### config.mk
export PLATFORM = sky130hd
export DESIGN_NAME = latch_bit_deserializer_flat
export DESIGN_NICKNAME = d
export VERILOG_FILES = /design/src/rtl/latch_bit_deserializer_if.sv /design/src/rtl/latch_bit_deserializer.sv /design/src/flat_wrapper.sv
export SDC_FILE = /design/constraint.sdc
export NUM_CORES = 1
export LEC_CHECK = 0
export ABC_CLOCK_PERIOD_IN_PS = 2660
export CAP_MARGIN = 20
export CORE_MARGIN = 2
export CORE_UTILIZATION = 52
export DETAILED_ROUTE_END_ITERATION = 16
export GPL_TIMING_DRIVEN = 0
export PLACE_DENSITY = 0.8
export SLEW_MARGIN = 20
export SYNTH_ARGS = -nofsm -noshare
export SYNTH_HDL_FRONTEND = slang
export SYNTH_SLANG_ARGS = --single-unit
export TNS_END_PERCENT = 50
### constraint.sdc
create_clock -name clock -period 2.66 [get_ports clock]
set_input_delay 0.665 -clock clock [delete_from_list [all_inputs] [get_ports clock]]
set_output_delay 0.665 -clock clock [all_outputs]
set_load 0.01 [all_outputs]
### src/rtl/latch_bit_deserializer_if.sv
// Bundle between the serial bit source / word consumer and the deserializer.
// master: the environment side (drives bits, start and word_ready).
// slave: the deserializer side (drives the word and the status flags).
interface latch_bit_deserializer_if #(
  parameter int WIDTH = 8
);
  logic             bit_in;
  logic             bit_valid;
  logic             start;
  logic [WIDTH-1:0] word_out;
  logic             word_valid;
  logic             word_ready;
  logic             busy;
  logic             overrun;
  logic             parity_err;

  modport master (
    output bit_in, bit_valid, start, word_ready,
    input  word_out, word_valid, busy, overrun, parity_err
  );

  modport slave (
    input  bit_in, bit_valid, start, word_ready,
    output word_out, word_valid, busy, overrun, parity_err
  );
endinterface

### src/rtl/latch_bit_deserializer.sv
// Packs a bit_valid-qualified serial stream into WIDTH-bit words; LATCH_DESER_PARITY_EN adds an even-parity bit.
// Latency: the word loads on the edge capturing the last bit (parity bit when enabled), no added cycles.
// Backpressure: single holding register; a word completing while the register is full and not drained sets sticky overrun.
module latch_bit_deserializer #(
  parameter int WIDTH     = 8,
  parameter bit MSB_FIRST = 1'b0
) (
  input  logic                    clock,
  input  logic                    reset,
  latch_bit_deserializer_if.slave bus
);

  localparam int CW = $clog2(WIDTH + 1);
  localparam logic [CW-1:0] LAST = CW'(WIDTH - 1);

`ifdef LATCH_DESER_PARITY_EN
  typedef enum logic [1:0] {IDLE, SHIFT, PAR} state_t;
`else
  typedef enum logic [0:0] {IDLE, SHIFT} state_t;
`endif

  state_t           state;
  logic [CW-1:0]    count;
  logic [WIDTH-1:0] sreg;
  logic [WIDTH-1:0] shifted;
  logic [WIDTH-1:0] first;
  logic [WIDTH-1:0] next_word;
  logic             done;
  logic             load;
`ifdef LATCH_DESER_PARITY_EN
  logic             next_par;
`endif

  // Place the incoming bit in arrival order: shift from the chosen end.
  always_comb begin
    if (MSB_FIRST) begin
      shifted = {sreg[WIDTH-2:0], bus.bit_in};
      first   = {{(WIDTH-1){1'b0}}, bus.bit_in};
    end else begin
      shifted = {bus.bit_in, sreg[WIDTH-1:1]};
      first   = {bus.bit_in, {(WIDTH-1){1'b0}}};
    end
  end

  // Frame completion detect; start always wins over completion.
  always_comb begin
    done      = 1'b0;
    next_word = shifted;
`ifdef LATCH_DESER_PARITY_EN
    next_par  = 1'b0;
    if (state == PAR && !bus.start && bus.bit_valid) begin
      done      = 1'b1;
      next_word = sreg;
      next_par  = ^{sreg, bus.bit_in};
    end
`else
    if (state == SHIFT && !bus.start && bus.bit_valid && count == LAST) begin
      done = 1'b1;
    end
`endif
  end

  // Load is legal when the holding register is empty or drains on this edge.
  assign load = done && (!bus.word_valid || bus.word_ready);

`ifndef LATCH_DESER_PARITY_EN
  assign bus.parity_err = 1'b0;
`endif

  // Frame FSM plus holding register and status flags, all registered.
  always_ff @(posedge clock or negedge reset) begin
    if (!reset) begin
      state          <= IDLE;
      count          <= '0;
      sreg           <= '0;
      bus.word_out   <= '0;
      bus.word_valid <= 1'b0;
      bus.busy       <= 1'b0;
      bus.overrun    <= 1'b0;
`ifdef LATCH_DESER_PARITY_EN
      bus.parity_err <= 1'b0;
`endif
    end else begin
      if (load) begin
        bus.word_out   <= next_word;
        bus.word_valid <= 1'b1;
`ifdef LATCH_DESER_PARITY_EN
        bus.parity_err <= next_par;
`endif
      end else if (bus.word_valid && bus.word_ready) begin
        bus.word_valid <= 1'b0;
      end
      if (done && !load) begin
        bus.overrun <= 1'b1;
      end

      if (bus.start) begin
        // New frame or resync from any state; a same-edge bit is bit 0.
        state    <= SHIFT;
        bus.busy <= 1'b1;
        sreg     <= bus.bit_valid ? first : '0;
        count    <= bus.bit_valid ? CW'(1) : '0;
      end else if (done) begin
        state    <= IDLE;
        bus.busy <= 1'b0;
        count    <= '0;
      end else if (state == SHIFT && bus.bit_valid) begin
        sreg  <= shifted;
        count <= count + CW'(1);
`ifdef LATCH_DESER_PARITY_EN
        if (count == LAST) begin
          state <= PAR;
        end
`endif
      end
    end
  end

endmodule

### src/flat_wrapper.sv
// flat-port wrapper written by rule: the top's interface ports become plain ports
module latch_bit_deserializer_flat 
#(
  parameter int WIDTH     = 8,
  parameter bit MSB_FIRST = 1'b0
)
  (clock, reset, bus_bit_in, bus_bit_valid, bus_start, bus_word_ready, bus_word_out, bus_word_valid, bus_busy, bus_overrun, bus_parity_err);
  latch_bit_deserializer_if #(.WIDTH(WIDTH)) bus_i ();
  input  logic clock;
  input  logic reset;
  input wire logic [$bits(bus_i.bit_in)-1:0] bus_bit_in;
  input wire logic [$bits(bus_i.bit_valid)-1:0] bus_bit_valid;
  input wire logic [$bits(bus_i.start)-1:0] bus_start;
  input wire logic [$bits(bus_i.word_ready)-1:0] bus_word_ready;
  output wire logic [$bits(bus_i.word_out)-1:0] bus_word_out;
  output wire logic [$bits(bus_i.word_valid)-1:0] bus_word_valid;
  output wire logic [$bits(bus_i.busy)-1:0] bus_busy;
  output wire logic [$bits(bus_i.overrun)-1:0] bus_overrun;
  output wire logic [$bits(bus_i.parity_err)-1:0] bus_parity_err;
  assign bus_i.bit_in = bus_bit_in;
  assign bus_i.bit_valid = bus_bit_valid;
  assign bus_i.start = bus_start;
  assign bus_i.word_ready = bus_word_ready;
  assign bus_word_out = bus_i.word_out;
  assign bus_word_valid = bus_i.word_valid;
  assign bus_busy = bus_i.busy;
  assign bus_overrun = bus_i.overrun;
  assign bus_parity_err = bus_i.parity_err;
  latch_bit_deserializer #(.WIDTH(WIDTH), .MSB_FIRST(MSB_FIRST)) u_core (.clock(clock), .reset(reset), .bus(bus_i));
endmodule
# --- After elaboration in Yosys (flattened, before gate mapping) ---
# Cells that the tools add are included.
totals:
  reg_bits: 23
  input_bits: 6
op_classes:
  addsub: 1
  n_eq_ne: 2
  mux: 13
  n_reduce_logical: 16
ops:
  columns: ["cell", "count"]
  rows:
  - ["$mux W8", 4]
  - ["$mux W4", 3]
  - ["$logic_and A1 B1 Y1", 7]
  - ["$mux W1", 6]
  - ["$reduce_bool A2 Y1", 3]
  - ["$add A4 B1 Y4 const B", 1]
  - ["$eq A4 B3 Y1 const B", 1]
  - ["$logic_not A1 Y1", 3]
  - ["$reduce_bool A3 Y1", 1]
  - ["$ne A2 B2 Y1 const B", 1]
  - ["$reduce_and A2 Y1", 1]
  - ["$logic_or A1 B1 Y1", 1]

# --- Depth between registers and ports, before layout ---
# Gate-level depths: netlist (run 1).
depth:
  depth_word: 8
  ltp_mapped: 4

# --- Least setup slack after synthesis (run 1) ---
# OpenSTA, ideal clock, no wires.
synth_timing:
  path_type: "input to register"
  start: "input bus_start"
  end: "register u_core.bus.word_out[7]"
  setup_ns: 0.125
  t_arrival_ns: 1.676
  t_required_ns: 2.535
  slack_ns: 0.859
  stages: 3
  cell_sequence: "clkbuf_4 nor4_4 mux2_2"
synth_via:
  elab_chain_cells: 6
synth_rtl:
  columns: ["element", "line_no", "text"]
  rows:
  - ["start: declaration", "flat_wrapper.sv:13", "input wire logic [$bits(bus_i.start)-1:0] bus_start;"]
  - ["$logic_not A1 Y1", "latch_bit_deserializer.sv:57", "if (state == SHIFT && !bus.start && bus.bit_valid && count == LAST) begin"]
  - ["$logic_and A1 B1 Y1 (3 in a row)", "latch_bit_deserializer.sv:57", null]
  - ["$mux W1", "latch_bit_deserializer.sv:57", null]
  - ["$logic_and A1 B1 Y1", "latch_bit_deserializer.sv:64", "assign load = done && (!bus.word_valid || bus.word_ready);"]
  - ["end signal: assignment", "latch_bit_deserializer.sv:85", "bus.word_out <= next_word;"]
  - ["end: declaration", "latch_bit_deserializer_if.sv:24", "output word_out, word_valid, busy, overrun, parity_err"]
# Every way passes these cells.
# A chain may end at the register's enable or synchronous reset.

# --- Final worst setup path (run 1) ---
layout_timing:
  start: "input bus_bit_valid"
  end: "register u_core.bus.word_out[4]"
layout_via:
  elab_chain_cells: 4
layout_rtl:
  columns: ["element", "line_no", "text"]
  rows:
  - ["start: declaration", "flat_wrapper.sv:12", "input wire logic [$bits(bus_i.bit_valid)-1:0] bus_bit_valid;"]
  - ["$logic_and A1 B1 Y1 (2 in a row)", "latch_bit_deserializer.sv:57", null]
  - ["$mux W1", "latch_bit_deserializer.sv:57", null]
  - ["$logic_and A1 B1 Y1", "latch_bit_deserializer.sv:64", null]
# Every way passes these cells.

==> results of run 1 <==
[layout make-up]
cell class              instances  area share [%]
well taps                      17            1.92
inverters                       3            1.02
plain buffers                   2            1.36
clock buffers                   4            3.28
flip-flops and latches         22            49.7
multi-input cells              41            29.6
repair buffers                 15            13.1
[sequential cells by signal, indices dropped and copies added, names as in the netlist]
signal / flops
u_core.bus.word_valid: 1
u_core.bus.word_out: 8
u_core.bus.busy: 1
u_core.sreg: 7
u_core.bus.overrun: 1
u_core.count: 4
[report_power, final]
group / internal [mW] / switching, mW / total [mW]
clock: 0.0837 / 0.103 / 0.187
sequential: 0.342 / 0.00630 / 0.348
combinational: 0.0170 / 0.0234 / 0.0403
total: 0.443 / 0.133 / 0.575
[kinds of logic (layout without fill, tap and decap cells)]
logic type      count (synthesis)  count (layout)  synth area share (%)
compound gates                 13              13                  10.7
xor+xnor                        1               1                 0.968
fa+ha+maj                       1               1                  1.38
buf+inv                         5              24                  2.91
flops                          22              22                  60.9
mux                             9               9                  11.1
other cells                     1               1                 0.415
simple gates                   16              16                  11.8
[cells in the final DEF (no fill, tap or decap), types with 2 or more instances in the layout]
master	synthesis	final
clkdlybuf4s50_1	0	14
mux2_2	8	8
nand3_1	3	3
dfrtp_1	22	22
a21oi_1	2	2
inv_1	3	3
o21ai_0	2	2
nand2_1	2	2
a22o_1	6	6
clkbuf_4	1	4
nor2_1	3	3
[worst min path at each step]
stage	endpoint	cells past startpoint	slack, ns
4_1_cts	u_core.bus.overrun	1	0.49
2_1_floorplan	u_core.bus.busy	0	0.37
3_3_place_gp	u_core.bus.overrun	1	0.44
3_5_place_dp	u_core.bus.overrun	1	0.45
6_report	u_core.bus.word_out[1]	1	0.29
5_1_grt	u_core.bus.word_out[1]	1	0.31
[per-layer routing]
| layer | track usage, % | up-vias | part of all wire, % |
|---|---|---|---|
| li1 | - | 284 | - |
| met5 | 0 | - | 0 |
| met3 | 3.97 | 4 | 3.8 |
| met2 | 29.0 | 15 | 51 |
| met4 | 10.3 | 0 | 1.9 |
| met1 | 20.8 | 302 | 43 |
[through the flow]
step / utilization [%] / hold slack, ns
after floorplan: - / 0.369
after global placement: 63.7 / 0.443
after detailed placement: 63.7 / 0.455
after CTS: 65.9 / 0.488
after global routing: 65.6 / 0.314
final: 65.6 / 0.293
==> results.tsv, run 1 <==
metric	value	unit
status	completed	
ant_nets	0	
antenna_cells	0	
drive_gt1_share	20.7	%
final_area	1110	µm²
r2r_end	u_core.bus.word_out[4]	
ctsRootBufferMaster	clkbuf_4	
dpl_cell_area	1080	µm²
initialDrtViolationCount	11	
initial_utilization	53.6	%
grt_max_degree	23	
instances_no_fill	104	
crit_start	bus_bit_valid	
dp.cells	100	
end_kind	flop	
ys_top_cells_by_area	dfrtp_1 (61%), mux2_2 (10%), a22o_1 (5.8%), nor4_4 (2.4%), nand3_1 (1.7%)	
slowest_delay	0.57	ns
irDropWorstVdd	0.333	mV
multi_input_area	328	µm²
post-synth-top-count-cell	dfrtp_1	
yosys.area.top_type	dfrtp_1	
cp_top_family	simple AND/OR/NAND/NOR gates	
synth_cell_types	26	
p_leak	0.530	nW
n_fill_cell	134	
ys_seq_area_share	60.9	%
port_buffers	15	
power_density	520	nW/µm²
path_max_fanout	8	
syn_area	905	µm²
rsz0062_at_grt	false	
place_ws	0.159	ns
ctsHoldBuffers	0	
synthTopCellsByCount	dfrtp_1 (22), mux2_2 (8), a22o_1 (6)	
skew	0.00355	ns
grt_pass1_vias	590	
synth_fp_nets	75	
die_area	2090	µm²
fp.dieH	45.7	µm
cts_resized	0	
cp.arrival	2.35	ns
finalSetupViolCount	0	
maxCapViolCount	0	
drc_errors	0	
finalPower	0.575	mW
critPathBufInv	1	
wl_per_cell	15.0	µm
crit_chain	clkdlybuf4s50_1, nand2_1, nor4_4, mux2_2	
syn_to_final_growth	22.4	%
track_usage	17.6	%
synthArstFlopShare	100	%
antenna_found_initial	0	
drtPass1Iterations	3	
clock_latency	0.31	ns
dp.final_hpwl	1.08	mm
clock.fmax	468	MHz
worstMarginPinSlew	0.700	ns
post-cts-setup-buffer-count	0	
r2r_cells	4	
synth-edff-count	0	
r2r_setup_slack	0.80	ns
rows	15	
io_pins	18	
period_share	80.4	%
cts_buffers	3	
drv_slew	0	
period_needed	2.14	ns
core	1690	µm²
crit_path_start_kind	input port	
clkTransAtPathRegs	0.12	ns
yosys_warnings	0	
crit_path_end	u_core.bus.word_out[4]	
synth-seq-cells	22	
htreeDepth	1	
cp_slowest_cell	clkdlybuf4s50_1	
gp_congestion	0.787	
tritoncts	built	
ctsLongestPathBuffers	2	
overflow	0	
routed_via_density	5.82	
cp.depth	4	
routed_wl	1.56	mm
ys.flop_type	dfrtp_1	
crit_type	input port to flop	
die_w	45.7	µm
syn_inst	68	
required	2.87	ns
syn_avg_cell_area	13.3	µm²
tns	0	ns
seqCellArea	551	µm²
setup_ws	0.521	ns
maxSlewHeadroom	53.1	%
r2r-start	u_core.count[0]	
hold_violations	0	
hold_path_class	input port to asynchronous set/reset pin	
clock_sinks	22	
vias	605	
grt_pass1_wl	2.52	mm
fin_nets	95	
yosysTopAreaCellShare	60.9	%
(Power assumes the default switching activity.)
==> inputs of run 2 (changes only) <==
--- a/config.mk
+++ b/config.mk
@@ -5,13 +5,13 @@
 export SDC_FILE = /design/constraint.sdc
 export NUM_CORES = 1
 export LEC_CHECK = 0
-export ABC_CLOCK_PERIOD_IN_PS = 2660
+export ABC_CLOCK_PERIOD_IN_PS = 1900
 export CAP_MARGIN = 20
 export CORE_MARGIN = 2
-export CORE_UTILIZATION = 52
+export CORE_UTILIZATION = 44
 export DETAILED_ROUTE_END_ITERATION = 16
 export GPL_TIMING_DRIVEN = 0
-export PLACE_DENSITY = 0.8
+export PLACE_DENSITY = 0.73
 export SLEW_MARGIN = 20
 export SYNTH_ARGS = -nofsm -noshare
 export SYNTH_HDL_FRONTEND = slang
==> constraint.sdc (replaced) <==
create_clock -name clock -period 1.9 [get_ports clock]
set_input_delay 0.475 -clock clock [delete_from_list [all_inputs] [get_ports clock]]
set_output_delay 0.475 -clock clock [all_outputs]
set_load 0.01 [all_outputs]
==> results.tsv, run 2 (synthesized netlist as in run 1, its figures left out) <==
metric	value	unit
grt_pass1_wl	2.72	mm
hold_violations	0	
ctsLongestPathBuffers	2	
io_pins	18	
htreeDepth	1	
seqCellArea	552	µm²
path_max_fanout	6	
die_w	49.3	µm
ctsRootBufferMaster	clkbuf_4	
skew	0.00430	ns
reg.largest.list	u_core.bus.word_out: 8 flops, u_core.sreg: 7 flops, u_core.count: 4 flops	
initialDrtViolationCount	6	
critPathBufInv	1	
clock_sinks	22	
ctsHoldBuffers	0	
crit_start	u_core.bus.busy	
worstHoldStart	bus_start	
multi_input_area	330	µm²
cts_buffers	3	
largest-register	u_core.bus.word_out	
layout_commonest_cell	dfrtp_1	
p_leak	0.557	nW
instances_no_fill	116	
grt_max_degree	23	
cp_slowest_cell	clkdlybuf4s50_1	
final_area	1160	µm²
layout_common_cells	dfrtp_1 (21), clkdlybuf4s50_1 (14), mux2_2 (8), a22o_1 (6), clkbuf_4 (4)	
vias	611	
r2r-start	u_core.count[0]	
antenna_cells	0	
clock_latency	0.30	ns
die_area	2430	µm²
core	1940	µm²
antenna_found_initial	0	
power_density	772	nW/µm²
maxSlewHeadroom	37.8	%
drc_errors	0	
wl_per_cell	13.1	µm
finalSetupViolCount	0	
crit_path_start_kind	flop	
syn_to_final_growth	28.5	%
place_ws	-0.438	ns
cp.arrival	1.30	ns
timing.hold.ws	0.453	ns
finalPower	0.898	mW
period_share	93.6	%
ant_nets	0	
dp.final_hpwl	1.06	mm
end_kind	primary output	
status	completed	
required	1.42	ns
track_usage	14.4	%
initial_utilization	46.6	%
cp_top_family	buffers and inverters	
dp.cells	110	
drtPass1Iterations	3	
dpl_cell_area	1090	µm²
largest_reg_flops	8	
rsz0062_at_grt	false	
grt_pass1_vias	589	
clock.fmax	562	MHz
slowest_delay	0.56	ns
tns	0	ns
irDropWorstVdd	0.447	mV
maxCapViolCount	0	
hold_path_class	input port to flop	
setup_ws	0.121	ns
utilization	59.9	%
gp_congestion	0.756	
routed_wl	1.53	mm
period_needed	1.78	ns
overflow	0	
worstMarginPinSlew	0.930	ns
crit_type	flop to primary output	
n_fill_cell	183	
port_buffers	15	
clkTransAtPathRegs	0.12	ns
routed_via_density	5.27	
fin_nets	97	
crit_chain	clkdlybuf4s50_1	
rows	16	
tritoncts	built	
drv_slew	0	
drive_gt1_share	23.6	%
fp.dieH	49.3	µm
[run 2: cell types whose count changed in the layout (fill, tap and decap cells not counted), sizes merged]
cell,previous run,this run
clkbuf,5,4
dlymetal6s2s,0,1
buf,2,3
bufinv,0,1
[run 2: per-layer routing]
| layer | part of all wire (%) | wire length [µm] | track usage, % |
|---|---|---|---|
| met1 | 49 | 748 | 21.2 |
| met2 | 46 | 706 | 21.8 |
| met3 | 4.7 | 71 | 3.37 |
| met4 | 0 | 0 | 2.86 |
| met5 | 0 | 0 | 0 |
[run 2: final cells by class]
cell class	instances	area share (%)
clock buffers	3	1.94
well taps	27	2.91
inverters	3	0.969
clock inverters	1	2.58
repair buffers	17	14.4
plain buffers	2	1.29
multi-input cells	41	28.4
flip-flops and latches	22	47.5
[run 2: where the power goes]
part	leakage [nW]	internal (mW)	switching (mW)
logic	0.232	0.0250	0.0322
registers	0.297	0.479	0.00885
clock network	0.0279	0.213	0.140
total	0.557	0.717	0.181
[run 2: path summary, 6_finish.rpt]
check	end	slack, ns	depth (start not counted)
setup / recovery	bus_busy	0.12	1
hold / removal	u_core.count[1]	0.45	2
setup reg to reg	u_core.bus.word_out[5]	0.19	5
hold reg to reg	u_core.bus.overrun	0.48	1
max in group asynchronous	u_core.bus.busy	0.59	1
min in group asynchronous	u_core.bus.word_out[3]	0.68	1
[run 2: repair_timing]
item	4_1_cts	5_1_grt
resized for setup	1	2
setup buffers	2	0
setup endpoints to repair	8	9
endpoints found under the hold margin	0	0
pin swaps	1	0
==> inputs of run 3 (changes only) <==
--- a/config.mk
+++ b/config.mk
@@ -11,7 +11,7 @@
 export CORE_UTILIZATION = 44
 export DETAILED_ROUTE_END_ITERATION = 16
 export GPL_TIMING_DRIVEN = 0
-export PLACE_DENSITY = 0.73
+export PLACE_DENSITY = 0.81
 export SLEW_MARGIN = 20
 export SYNTH_ARGS = -nofsm -noshare
 export SYNTH_HDL_FRONTEND = slang
==> results.tsv, run 3 (synthesized netlist as in run 1, its figures left out) <==
metric	value	unit
drv_slew	0	
status	completed	
layout_commonest_cell	dfrtp_1	
port_buffers	15	
initial_utilization	46.6	%
cts_buffers	3	
die_area	2430	µm²
clock_latency	0.29	ns
power_density	663	nW/µm²
slowest_delay	0.58	ns
multi_input_area	330	µm²
period_share	96.1	%
pwr-share-clk	26.7	%
drive_gt1_share	20.7	%
maxCapViolCount	0	
vias	603	
cp_slowest_cell	clkdlybuf4s50_1	
reg.largest.list	u_core.bus.word_out: 8 flops, u_core.sreg: 7 flops, u_core.count: 4 flops	
gp_congestion	0.707	
required	1.42	ns
largest-register	u_core.bus.word_out	
crit_path_start_kind	flop	
drtPass1Iterations	4	
clock.fmax	548	MHz
dpl_cell_area	1090	µm²
ctsHoldBuffers	0	
overflow	0	
rsz0062_at_grt	false	
hold_violations	0	
rows	16	
grt_pass1_wl	2.61	mm
antenna_cells	0	
ctsLongestPathBuffers	2	
timing.hold.ws	0.454	ns
place_ws	-0.426	ns
crit_type	flop to primary output	
cp.arrival	1.35	ns
r2r_setup_slack	0.14	ns
worstMarginPinSlew	0.940	ns
path_max_fanout	6	
htreeDepth	1	
drc_errors	0	
clkTransAtPathRegs	0.11	ns
irDropWorstVdd	0.426	mV
power_switching	0.168	mW
finalSetupViolCount	0	
wl_per_cell	13.4	µm
skew	0.00207	ns
swShare	22.5	%
cp_top_family	buffers and inverters	
grt_pass1_vias	577	
ant_nets	0	
grt_max_degree	23	
core	1940	µm²
dp.final_hpwl	1.12	mm
period_needed	1.83	ns
ctsRootBufferMaster	clkbuf_4	
die_w	49.3	µm
routed_wl	1.53	mm
layout_common_cells	dfrtp_1 (22), clkdlybuf4s50_1 (14), mux2_2 (8), a22o_1 (6), clkbuf_4 (4)	
power.share.sequential	65.6	%
routed_via_density	5.29	
crit_chain	clkdlybuf4s50_1	
n_fill_cell	180	
maxSlewHeadroom	37.2	%
track_usage	13.9	%
tritoncts	built	
largest_reg_flops	8	
syn_to_final_growth	24.2	%
intPower	0.578	mW
setup_ws	0.0744	ns
antenna_found_initial	0	
p_leak	0.537	nW
initialDrtViolationCount	5	
power_frac_comb	7.7	%
io_pins	18	
fp.dieH	49.3	µm
critPathBufInv	1	
final_area	1120	µm²
fin_nets	96	
finalPower	0.745	mW
hold_path_class	input port to flop	
seqCellArea	551	µm²
end_kind	primary output	
clock_sinks	22	
[run 3: power groups by stage]
| stage | clock (mW) | sequential (mW) | combinational (mW) |
|---|---|---|---|
| after floorplan | 0 | 0.495 | 0.0310 |
| after global placement | 0 | 0.496 | 0.0564 |
| after detailed placement | 0 | 0.498 | 0.0582 |
| after CTS | 0.212 | 0.489 | 0.0591 |
| after global routing | 0.227 | 0.490 | 0.0644 |
| final | 0.199 | 0.489 | 0.0574 |
[run 3: cell type report]
cell class / count / share of cell area [%]
multi-input combinational: 41 / 29.4
inverter: 3 / 1.00
timing repair buffer: 16 / 14.3
buffer: 2 / 1.34
sequential: 22 / 49.0
tap: 27 / 3.01
clock buffer: 3 / 2.00
[run 3: through the flow]
step	utilization [%]	std cells	setup TNS, ns
finish	57.9	114	0
global placement	56.1	110	-3.42
global route	57.9	114	0
floorplan	-	68	0
CTS	57.7	114	0
detailed placement	56.1	110	-4.05
[run 3: final timing paths]
check / to / startpoint / cells after the start
max: bus_busy / u_core.bus.busy / 1
min: u_core.count[1] / bus_start / 2
max reg2reg: u_core.sreg[7] / u_core.count[0] / 4
min reg2reg: u_core.bus.overrun / u_core.bus.overrun / 1
max in group asynchronous: u_core.bus.word_out[2] / reset / 1
min in group asynchronous: u_core.bus.overrun / reset / 1
[run 3: timing repair]
| item | CTS | global route |
|---|---|---|
| cloned | 0 | 0 |
| endpoints found under the setup margin | 8 | 8 |
| setup buffers | 1 | 0 |
| pin swaps | 1 | 0 |
| resized for setup | 1 | 1 |
[run 3: layer usage]
metal,track usage (%),vias up,share of wire [%]
met5,0,-,0
met4,5.71,0,0
met3,2.45,0,2.6
met2,22.3,9,54
met1,18.6,308,43
li1,-,286,-
